--- src/rtl/video_timing_analyzer.sv ---
// ---------------------------------------------------------------------------
// video_timing_analyzer
//
// Measures the raster geometry of a sync/DE video stream and publishes it
// once per frame, together with a stability indication.
//
// Parameters
//   CNT_W          width of every pixel/line counter and measurement output
//   STABLE_FRAMES  identical consecutive publishes needed before valid (1..15)
//
// Ports
//   CLK_VIDEO    in   video clock
//   reset_n      in   synchronous active-low reset
//   CE_PIXEL     in   pixel clock enable; all video inputs sampled only here
//   VGA_HS       in   horizontal sync, positive pulse
//   VGA_VS       in   vertical sync, positive pulse
//   VGA_DE       in   display enable
//   h_total      out  pixels per line
//   h_active     out  active pixels per line
//   v_total      out  lines per frame
//   v_active     out  lines holding at least one active pixel
//   valid        out  measurements identical for STABLE_FRAMES publishes
//   changed      out  one-clock pulse when a publish differs from the last
//   frame_pulse  out  one-clock pulse on every publish
// ---------------------------------------------------------------------------
module video_timing_analyzer #(
    parameter int CNT_W         = 12,
    parameter int STABLE_FRAMES = 2
) (
    input  logic             CLK_VIDEO,
    input  logic             reset_n,
    input  logic             CE_PIXEL,
    input  logic             VGA_HS,
    input  logic             VGA_VS,
    input  logic             VGA_DE,
    output logic [CNT_W-1:0] h_total,
    output logic [CNT_W-1:0] h_active,
    output logic [CNT_W-1:0] v_total,
    output logic [CNT_W-1:0] v_active,
    output logic             valid,
    output logic             changed,
    output logic             frame_pulse
);

    typedef enum logic {IDLE, MEASURE} state_t;

    localparam logic [CNT_W-1:0] ONE        = {{(CNT_W-1){1'b0}}, 1'b1};
    // One below all-ones: a counter about to step onto all-ones is an overflow,
    // so the counters themselves never hold or pass the top value.
    localparam logic [CNT_W-1:0] CNT_LAST   = CNT_W'((2 ** CNT_W) - 2);
    localparam logic [3:0]       STABLE_MAX = 4'(STABLE_FRAMES);

    state_t           state_q, state_d;
    logic             hs_prev_q, hs_prev_d;
    logic             vs_prev_q, vs_prev_d;
    logic [CNT_W-1:0] pix_cnt_q, pix_cnt_d;
    logic [CNT_W-1:0] de_cnt_q, de_cnt_d;
    logic [CNT_W-1:0] line_len_q, line_len_d;
    logic [CNT_W-1:0] line_act_q, line_act_d;
    logic [CNT_W-1:0] line_cnt_q, line_cnt_d;
    logic [CNT_W-1:0] act_cnt_q, act_cnt_d;
    logic [CNT_W-1:0] h_total_q, h_total_d;
    logic [CNT_W-1:0] h_active_q, h_active_d;
    logic [CNT_W-1:0] v_total_q, v_total_d;
    logic [CNT_W-1:0] v_active_q, v_active_d;
    logic [3:0]       stable_cnt_q, stable_cnt_d;
    logic             first_q, first_d;
    logic             valid_q, valid_d;
    logic             changed_q, changed_d;
    logic             frame_pulse_q, frame_pulse_d;

    logic             hs_edge, vs_edge, ovf, line_has_de, same_meas;
    logic [CNT_W-1:0] line_value;
    logic [CNT_W-1:0] pix_n, de_n, len_n, lact_n, lcnt_n, acnt_n;
    logic [CNT_W-1:0] pub_ht, pub_ha, pub_vt, pub_va;

    assign hs_edge     = CE_PIXEL & VGA_HS & ~hs_prev_q;
    assign vs_edge     = CE_PIXEL & VGA_VS & ~vs_prev_q;
    // DE count of the line closing on this CE, including the current pixel
    assign line_value  = de_cnt_q + {{(CNT_W-1){1'b0}}, VGA_DE};
    assign line_has_de = (line_value != '0);

    // Snapshot for a frame closing on this CE. A coincident HS edge still
    // latches its line length first, but the line it opens belongs to the
    // next frame, so the line counters are taken before that edge.
    assign pub_ht = hs_edge ? (pix_cnt_q + ONE) : line_len_q;
    assign pub_ha = (hs_edge && line_has_de) ? line_value : line_act_q;
    assign pub_vt = line_cnt_q;
    assign pub_va = act_cnt_q;

    assign same_meas = (pub_ht == h_total_q) && (pub_ha == h_active_q) &&
                       (pub_vt == v_total_q) && (pub_va == v_active_q);

    assign ovf = CE_PIXEL && ((!hs_edge && (pix_cnt_q == CNT_LAST)) ||
                              (hs_edge && !vs_edge && (line_cnt_q == CNT_LAST)));

    // Counter next-values as if measuring; the FSM decides whether to keep them.
    always_comb begin
        pix_n  = pix_cnt_q;
        de_n   = de_cnt_q;
        len_n  = line_len_q;
        lact_n = line_act_q;
        lcnt_n = line_cnt_q;
        acnt_n = act_cnt_q;
        if (hs_edge) begin
            len_n  = pix_cnt_q + ONE;
            pix_n  = '0;
            de_n   = '0;
            lcnt_n = line_cnt_q + ONE;
            if (line_has_de) begin
                lact_n = line_value;
                acnt_n = act_cnt_q + ONE;
            end
        end else if (CE_PIXEL) begin
            pix_n = pix_cnt_q + ONE;
            if (VGA_DE) begin
                de_n = de_cnt_q + ONE;
            end
        end
        if (vs_edge) begin
            // New frame: per-frame line results restart; a coincident HS
            // edge is the first line of the new frame.
            len_n  = '0;
            lact_n = '0;
            lcnt_n = hs_edge ? ONE : '0;
            acnt_n = (hs_edge && line_has_de) ? ONE : '0;
        end
    end

    always_comb begin
        state_d       = state_q;
        hs_prev_d     = hs_prev_q;
        vs_prev_d     = vs_prev_q;
        pix_cnt_d     = pix_cnt_q;
        de_cnt_d      = de_cnt_q;
        line_len_d    = line_len_q;
        line_act_d    = line_act_q;
        line_cnt_d    = line_cnt_q;
        act_cnt_d     = act_cnt_q;
        h_total_d     = h_total_q;
        h_active_d    = h_active_q;
        v_total_d     = v_total_q;
        v_active_d    = v_active_q;
        stable_cnt_d  = stable_cnt_q;
        first_d       = first_q;
        valid_d       = valid_q;
        changed_d     = 1'b0;
        frame_pulse_d = 1'b0;

        if (CE_PIXEL) begin
            hs_prev_d = VGA_HS;
            vs_prev_d = VGA_VS;
            if (state_q == IDLE) begin
                if (vs_edge) begin
                    // Partial frame before this edge is discarded.
                    state_d    = MEASURE;
                    first_d    = 1'b1;
                    pix_cnt_d  = pix_n;
                    de_cnt_d   = de_n;
                    line_len_d = len_n;
                    line_act_d = lact_n;
                    line_cnt_d = lcnt_n;
                    act_cnt_d  = acnt_n;
                end else begin
                    pix_cnt_d  = '0;
                    de_cnt_d   = '0;
                    line_len_d = '0;
                    line_act_d = '0;
                    line_cnt_d = '0;
                    act_cnt_d  = '0;
                end
            end else if (ovf) begin
                state_d      = IDLE;
                pix_cnt_d    = '0;
                de_cnt_d     = '0;
                line_len_d   = '0;
                line_act_d   = '0;
                line_cnt_d   = '0;
                act_cnt_d    = '0;
                stable_cnt_d = '0;
                valid_d      = 1'b0;
            end else begin
                pix_cnt_d  = pix_n;
                de_cnt_d   = de_n;
                line_len_d = len_n;
                line_act_d = lact_n;
                line_cnt_d = lcnt_n;
                act_cnt_d  = acnt_n;
                if (vs_edge) begin
                    h_total_d     = pub_ht;
                    h_active_d    = pub_ha;
                    v_total_d     = pub_vt;
                    v_active_d    = pub_va;
                    frame_pulse_d = 1'b1;
                    first_d       = 1'b0;
                    if (first_q || !same_meas) begin
                        stable_cnt_d = '0;
                        changed_d    = 1'b1;
                    end else if (stable_cnt_q != STABLE_MAX) begin
                        stable_cnt_d = stable_cnt_q + 4'd1;
                    end
                    valid_d = (stable_cnt_d == STABLE_MAX);
                end
            end
        end
    end

    always_ff @(posedge CLK_VIDEO) begin
        if (!reset_n) begin
            state_q       <= IDLE;
            hs_prev_q     <= 1'b0;
            vs_prev_q     <= 1'b0;
            pix_cnt_q     <= '0;
            de_cnt_q      <= '0;
            line_len_q    <= '0;
            line_act_q    <= '0;
            line_cnt_q    <= '0;
            act_cnt_q     <= '0;
            h_total_q     <= '0;
            h_active_q    <= '0;
            v_total_q     <= '0;
            v_active_q    <= '0;
            stable_cnt_q  <= '0;
            first_q       <= 1'b0;
            valid_q       <= 1'b0;
            changed_q     <= 1'b0;
            frame_pulse_q <= 1'b0;
        end else begin
            state_q       <= state_d;
            hs_prev_q     <= hs_prev_d;
            vs_prev_q     <= vs_prev_d;
            pix_cnt_q     <= pix_cnt_d;
            de_cnt_q      <= de_cnt_d;
            line_len_q    <= line_len_d;
            line_act_q    <= line_act_d;
            line_cnt_q    <= line_cnt_d;
            act_cnt_q     <= act_cnt_d;
            h_total_q     <= h_total_d;
            h_active_q    <= h_active_d;
            v_total_q     <= v_total_d;
            v_active_q    <= v_active_d;
            stable_cnt_q  <= stable_cnt_d;
            first_q       <= first_d;
            valid_q       <= valid_d;
            changed_q     <= changed_d;
            frame_pulse_q <= frame_pulse_d;
        end
    end

    assign h_total     = h_total_q;
    assign h_active    = h_active_q;
    assign v_total     = v_total_q;
    assign v_active    = v_active_q;
    assign valid       = valid_q;
    assign changed     = changed_q;
    assign frame_pulse = frame_pulse_q;

endmodule

--- config.mk ---
export PLATFORM = sky130hd
export DESIGN_NAME = video_timing_analyzer
export DESIGN_NICKNAME = d
export VERILOG_FILES = /design/src/rtl/video_timing_analyzer.sv
export SDC_FILE = /design/constraint.sdc
export NUM_CORES = 1
export LEC_CHECK = 0
export BUFFER_PORTS_ARGS = -buffer_cell sky130_fd_sc_hd__buf_2
export CORE_ASPECT_RATIO = 0.6
export CORE_MARGIN = 1
export CORE_UTILIZATION = 61
export CTS_CLUSTER_DIAMETER = 60
export DETAILED_ROUTE_END_ITERATION = 7
export PLACE_DENSITY = 0.91
export SLEW_MARGIN = 20
export SYNTH_ARGS = -nofsm -noshare
export SYNTH_HDL_FRONTEND = slang
export SYNTH_SLANG_ARGS = --single-unit
--- constraint.sdc ---
create_clock -name CLK_VIDEO -period 4.4 [get_ports CLK_VIDEO]
set_input_delay 0.88 -clock CLK_VIDEO [delete_from_list [all_inputs] [get_ports CLK_VIDEO]]
set_output_delay 0.88 -clock CLK_VIDEO [all_outputs]
set_load 0.01 [all_outputs]
==> Word level (Yosys, flattened, before mapping) <==
Cells that the tools add are included.
W data, S select, Z words.
{ "totals": {"regBits": 131, "wordCells": 117, "out_inout_bits": 51, "in_bits": 6} }
{ "classes": {"addsub": 6, "n_eq_ne": 9, "n_reduce_logical": 21, "bitwise": 11, "n_mux": 52} }
{ "op_table": {"columns": ["cell", "n"], "rows": [
  ["$mux W12", 32],
  ["$add A12 B1 Y12 const B", 4],
  ["$eq A12 B12 Y1", 4],
  ["$mux W4", 8],
  ["$eq A12 B12 Y1 const B", 2],
  ["$add A12 B1 Y12", 1],
  ["$mux W1", 12],
  ["$reduce_bool A12 Y1", 1],
  ["$logic_and A1 B1 Y1", 8],
  ["$reduce_and A4 Y1", 2],
  ["$not A1 Y1", 7],
  ["$reduce_or A5 Y1", 1],
  ["$add A4 B1 Y4 const B", 1],
  ["$and A1 B1 Y1", 4],
  ["$eq A4 B2 Y1 const B", 1],
  ["$ne A4 B2 Y1 const B", 1],
  ["$reduce_bool A2 Y1", 2],
  ["$reduce_or A4 Y1", 1],
  ["$logic_not A1 Y1", 3],
  ["$reduce_and A3 Y1", 1],
  ["$logic_or A1 B1 Y1", 2],
  ["$ne A2 B2 Y1 const B", 1]
]} }

==> Depth between registers and ports, before layout <==
{ "logic_depth": {"ltp_word": 18, "ltp_mapped": 12, "ltp_nobuf": 11} }

==> Least setup slack after synthesis <==
Ideal clock, no wire load.
{ "synth_path": {"path_kind": "input -> register", "start": "input port VGA_DE", "end": "register valid_q (netlist: valid)", "required_time_ns": 4.315, "arrival_ns": 3.492, "setup_ns": 0.085, "path_buffers": 1, "path_slack_ns": 0.822, "stages": 10, "cell_sequence": "ha_1 -> ha_1 -> or3_1 -> nor3_2 -> and4_1 -> buf_4 -> a31oi_1 -> a2111oi_2 -> nand4_1 -> o31ai_2"} }
{ "synth_between": {"elab_chain_len": 18} }
{ "synth_rtl": {"columns": ["item", "line_no", "text"], "rows": [
  ["start: declaration", "35", "input logic VGA_DE,"],
  ["$add A12 B1 Y12 (*)", "80", "assign line_value = de_cnt_q + {{(CNT_W-1){1'b0}}, VGA_DE};"],
  ["$reduce_bool A12 Y1", "81", "assign line_has_de = (line_value != '0);"],
  ["$logic_and A1 B1 Y1", "87", "assign pub_ha = (hs_edge && line_has_de) ? line_value : line_act_q;"],
  ["$mux W12 (*)", "87", null],
  ["$eq A12 B12 Y1 (*)", "91", "assign same_meas = (pub_ht == h_total_q) && (pub_ha == h_active_q) &&"],
  ["$logic_and A1 B1 Y1 (*) (2 in a row)", "91", null],
  ["$logic_and A1 B1 Y1 (*)", "92", "(pub_vt == v_total_q) && (pub_va == v_active_q);"],
  ["$logic_not A1 Y1 (*)", "196", "if (first_q || !same_meas) begin"],
  ["$logic_or A1 B1 Y1 (*)", "196", null],
  ["$mux W4 (*)", "196", null],
  ["$mux W4 (*)", "189", "if (vs_edge) begin"],
  ["$mux W4 (*)", "172", "end else if (ovf) begin"],
  ["$mux W4 (*)", "153", "if (state_q == IDLE) begin"],
  ["$mux W4 (*)", "150", "if (CE_PIXEL) begin"],
  ["$eq A4 B2 Y1 (*)", "202", "valid_d = (stable_cnt_d == STABLE_MAX);"],
  ["$mux W1 (*)", "189", null],
  ["$mux W1 (*)", "172", null],
  ["end signal: assignment", "244", "valid_q <= valid_d;"],
  ["end: declaration", "68", "logic valid_q, valid_d;"]
]} }
Every way passes the cells marked *; elsewhere a longest branch is shown, timed or not. The select of a mux whose other input is x is not followed.
A chain may end at the register's enable or synchronous reset.

==> Worst setup path after layout <==
Same ends and word-level chain as after synthesis.

==> impl_metrics.tcl <==
set metrics [dict create \
    syn-instance-count 1003 \
    rsz0062_at_grt "no" \
    period_needed_ps 3860 \
    synth-compound-area-share_pct 24.9 \
    seq_area_frac_synth_pct 33.1 \
    ctsHoldBuffers 0 \
    drt_pass1_iterations 7 \
    antenna_found_initial 0 \
    cts.clk_slew.worst_paths_ps 70 \
    cts_root_buffer "clkbuf_16" \
    synthAdderAreaFrac_pct 1.74 \
    cp-end-kind "flop" \
    cts_tree "yes" \
    start_kind "input pin" \
    finalWirelength_mm 24.7 \
    cp_common_cell "ha_1" \
    fin_crit_sh_pct 87.8 \
    timing.rr.start "de_cnt_q[0]$_SDFFE_PN0P_" \
    path_depth 10 \
    criticalPathCategory "input pin to flop" \
    viasPerCell 6.63 \
    cp_cell_sequence "buf_2 > ha_1 > ha_1 > or3_1 > nor3_2 > and4_1 > a31oi_1 > a2111oi_2 > nand4_1 > o31ai_2" \
    irDropWorstVdd_v 0.000232 \
    muxShareOfSynthArea_pct 1.66 \
    max-clock-path-buffers 2 \
    crit_path_top_delay_cell "a2111oi_2" \
    die_h_um 90.3 \
    worstMarginPinSlew_ps 1230 \
    drive_gt1_share_pct 12.8 \
    finalWeightedCongestion 1.04 \
    cp_num_buf_inv 1 \
    diodes 0 \
    fin_tns_setup_ps 0 \
    finish.net_count 1044 \
    grt_pass1_wl_mm 39.3 \
    async_flop_share_pct 0 \
    regToRegSetupSlack_ps 740 \
    endpoint "valid$_SDFFE_PN0P_" \
    worstPathMaxFanout 6 \
    clock_latency_ps 420 \
    dr_total_vias 7984 \
    cts_max_level 4 \
    slowest_delay_ps 500 \
    synth_edf_count 0 \
    power_leakage_nw 3.49 \
    reg2regPathDepth 9 \
    area_delta_synth_final_pct 11.7 \
    worstPathArrival_ps 4200 \
    avgSynthCellArea_um2 7.90 \
    grtUsageTotal_pct 37.7 \
    rows 31 \
    maxCapViolations 0 \
    yosys.area_share.xor_xnor_pct 6.52 \
    die_width_um 149 \
    synth_ff_type "dfxtp_1" \
    crit_start "VGA_DE" \
    antenna_left 0 \
    status "finished, final reports clean" \
    ys_ff_latch 131 \
    start_util_pct 64.2 \
    synth_top_family_by_area "simple AND/OR/NAND/NOR gates" \
    dpl.hpwl_mm 17.1 \
    place_area_um2 8260 \
    coreArea_um2 12300 \
    io_pins 57 \
    synthSimpleGateAreaFrac_pct 26.5 \
    wl_per_cell_um 20.5 \
    final_hold_viol_count 0 \
    hp-class "flop to flop" \
    synth_cell_types 80 \
    grt_pass1_vias 7229 \
    cts_buffers 17 \
    max_freq_mhz 259 \
    required_ps 4740 \
    power_density_nw_per_um2 321 \
    grt_max_degree 66 \
    drt_iter0_drc 1172 \
    cts_setup_buffers 0 \
    slew_violations 0 \
    syn_nets 1020 \
    yosysWarnings 0 \
    syn_area_um2 7920 \
    ctsResizeCount 0 \
    relSlewSlack_pct 15.9 \
    drc_errors 0 \
    crit_family "simple AND/OR/NAND/NOR gates" \
    setup-violations-final 0 \
    grt-ovfl-total 0 \
    final_area_um2 8850 \
    port_buffers 56 \
    worstReg2RegEnd "valid$_SDFFE_PN0P_" \
    cts_sinks 131 \
    finClkSkew_ps 12.7 \
    dieArea_um2 13500 \
]
[logic make-up after synthesis]
| family | count (synthesis) |
|---|---|
| xor+xnor | 59 |
| buf+inv | 105 |
| mux | 13 |
| flops | 131 |
| fa+ha+maj | 11 |
| simple gates | 404 |
| compound gates | 280 |
[worst reg2reg max path, delay by kind of cell (launching register included)]
family                   cells  cell delay (ps)
AND/OR/NAND/NOR              4             1410
AO/OA/AOI/OAI                3              980
adder cells (fa/ha/maj)      2              810
flip-flops                   1              380
[Yosys cell counts (10+ instances only)]
| master | n | area [um2] |
|---|---|---|
| or3_1 | 10 | 62.6 |
| inv_1 | 29 | 109 |
| nor2_1 | 50 | 188 |
| dfxtp_1 | 131 | 2620 |
| nor2b_1 | 43 | 269 |
| xnor2_1 | 19 | 166 |
| a21boi_0 | 41 | 308 |
| mux2i_1 | 12 | 120 |
| buf_2 | 11 | 55.1 |
| and3_1 | 10 | 62.6 |
| nand3_1 | 22 | 110 |
| o211ai_1 | 14 | 105 |
| and2_1 | 28 | 175 |
| a22oi_1 | 17 | 128 |
| o21ai_0 | 61 | 305 |
| clkbuf_1 | 52 | 195 |
| ha_1 | 11 | 138 |
| nand4_1 | 17 | 106 |
| xor2_1 | 40 | 350 |
| a31oi_1 | 17 | 106 |
| nand2_1 | 134 | 503 |
| a21oi_1 | 38 | 190 |
| nor3_1 | 30 | 150 |
| nor4_1 | 21 | 131 |
[cell type report]
type                    instances  area (um2)
multi-input cells             767        4860
fillers                       955        3490
flip-flops and latches        131        2620
repair buffers                 80         460
clock buffers                  18         429
well taps                     165         206
clock inverters                14         154
inverters                      30         113
[flip-flops by register name (all words and copies together) (netlist names), 4 cells and up]
signal        cells
v_active         12
de_cnt_q         12
v_total          12
h_total          12
line_act_q       12
act_cnt_q        12
stable_cnt_q      4
line_cnt_q       12
pix_cnt_q        12
h_active         12
line_len_q       12
[power by group]
group          switching (mW)  total [mW]  internal, mW
clock                   0.586        1.43         0.842
combinational           0.138       0.204        0.0668
sequential             0.0137        1.21          1.19
[routing by layer]
layer	up-vias	wire (um)	GRT usage [%]
met3	66	3810	12.7
met2	533	9640	48.7
met1	3734	10800	57.1
met4	0	506	11.6
met5	-	0	0
li1	3651	-	-
[per-stage QoR]
step	hold WS, ps	utilization (%)	setup slack (ps)	cells	power [mW]
final	472	71.7	538	1205	2.84
after global routing	529	71.7	317	1205	2.91
after CTS	468	71.7	630	1205	2.83
after detailed placement	444	67.0	214	1173	1.43
after global placement	455	67.0	307	1173	1.42
after floorplan	473	-	822	1003	1.36
[worst min-delay path by stage]
stage,from,end,slack [ps],cells after the start
2_1_floorplan,vs_prev_q$_SDFFE_PN0P_,vs_prev_q$_SDFFE_PN0P_,470,2
3_3_place_gp,valid$_SDFFE_PN0P_,valid$_SDFFE_PN0P_,450,2
3_5_place_dp,valid$_SDFFE_PN0P_,valid$_SDFFE_PN0P_,440,2
4_1_cts,valid$_SDFFE_PN0P_,valid$_SDFFE_PN0P_,470,2
5_1_grt,valid$_SDFFE_PN0P_,valid$_SDFFE_PN0P_,530,2
6_report,valid$_SDFFE_PN0P_,valid$_SDFFE_PN0P_,470,2
[cells in the final DEF, fill, tap and decap left out, types with 11 or more instances in the layout]
master and count:
nor2_1 50, nor3_1 29, nand3_1 22, nor2b_1 43
a22oi_1 17, xnor2_1 19, nor4_1 21, a21boi_0 41
buf_4 24, buf_2 56, nand4_1 17, a21oi_1 38
nand2_1 133, ha_1 11, mux2i_1 12, a31oi_1 17
clkbuf_16 17, o211ai_1 14, o21ai_0 61, xor2_1 40
dfxtp_1 131, and2_1 28, inv_1 29
No activity file was read; power rests on OpenSTA's default activity.
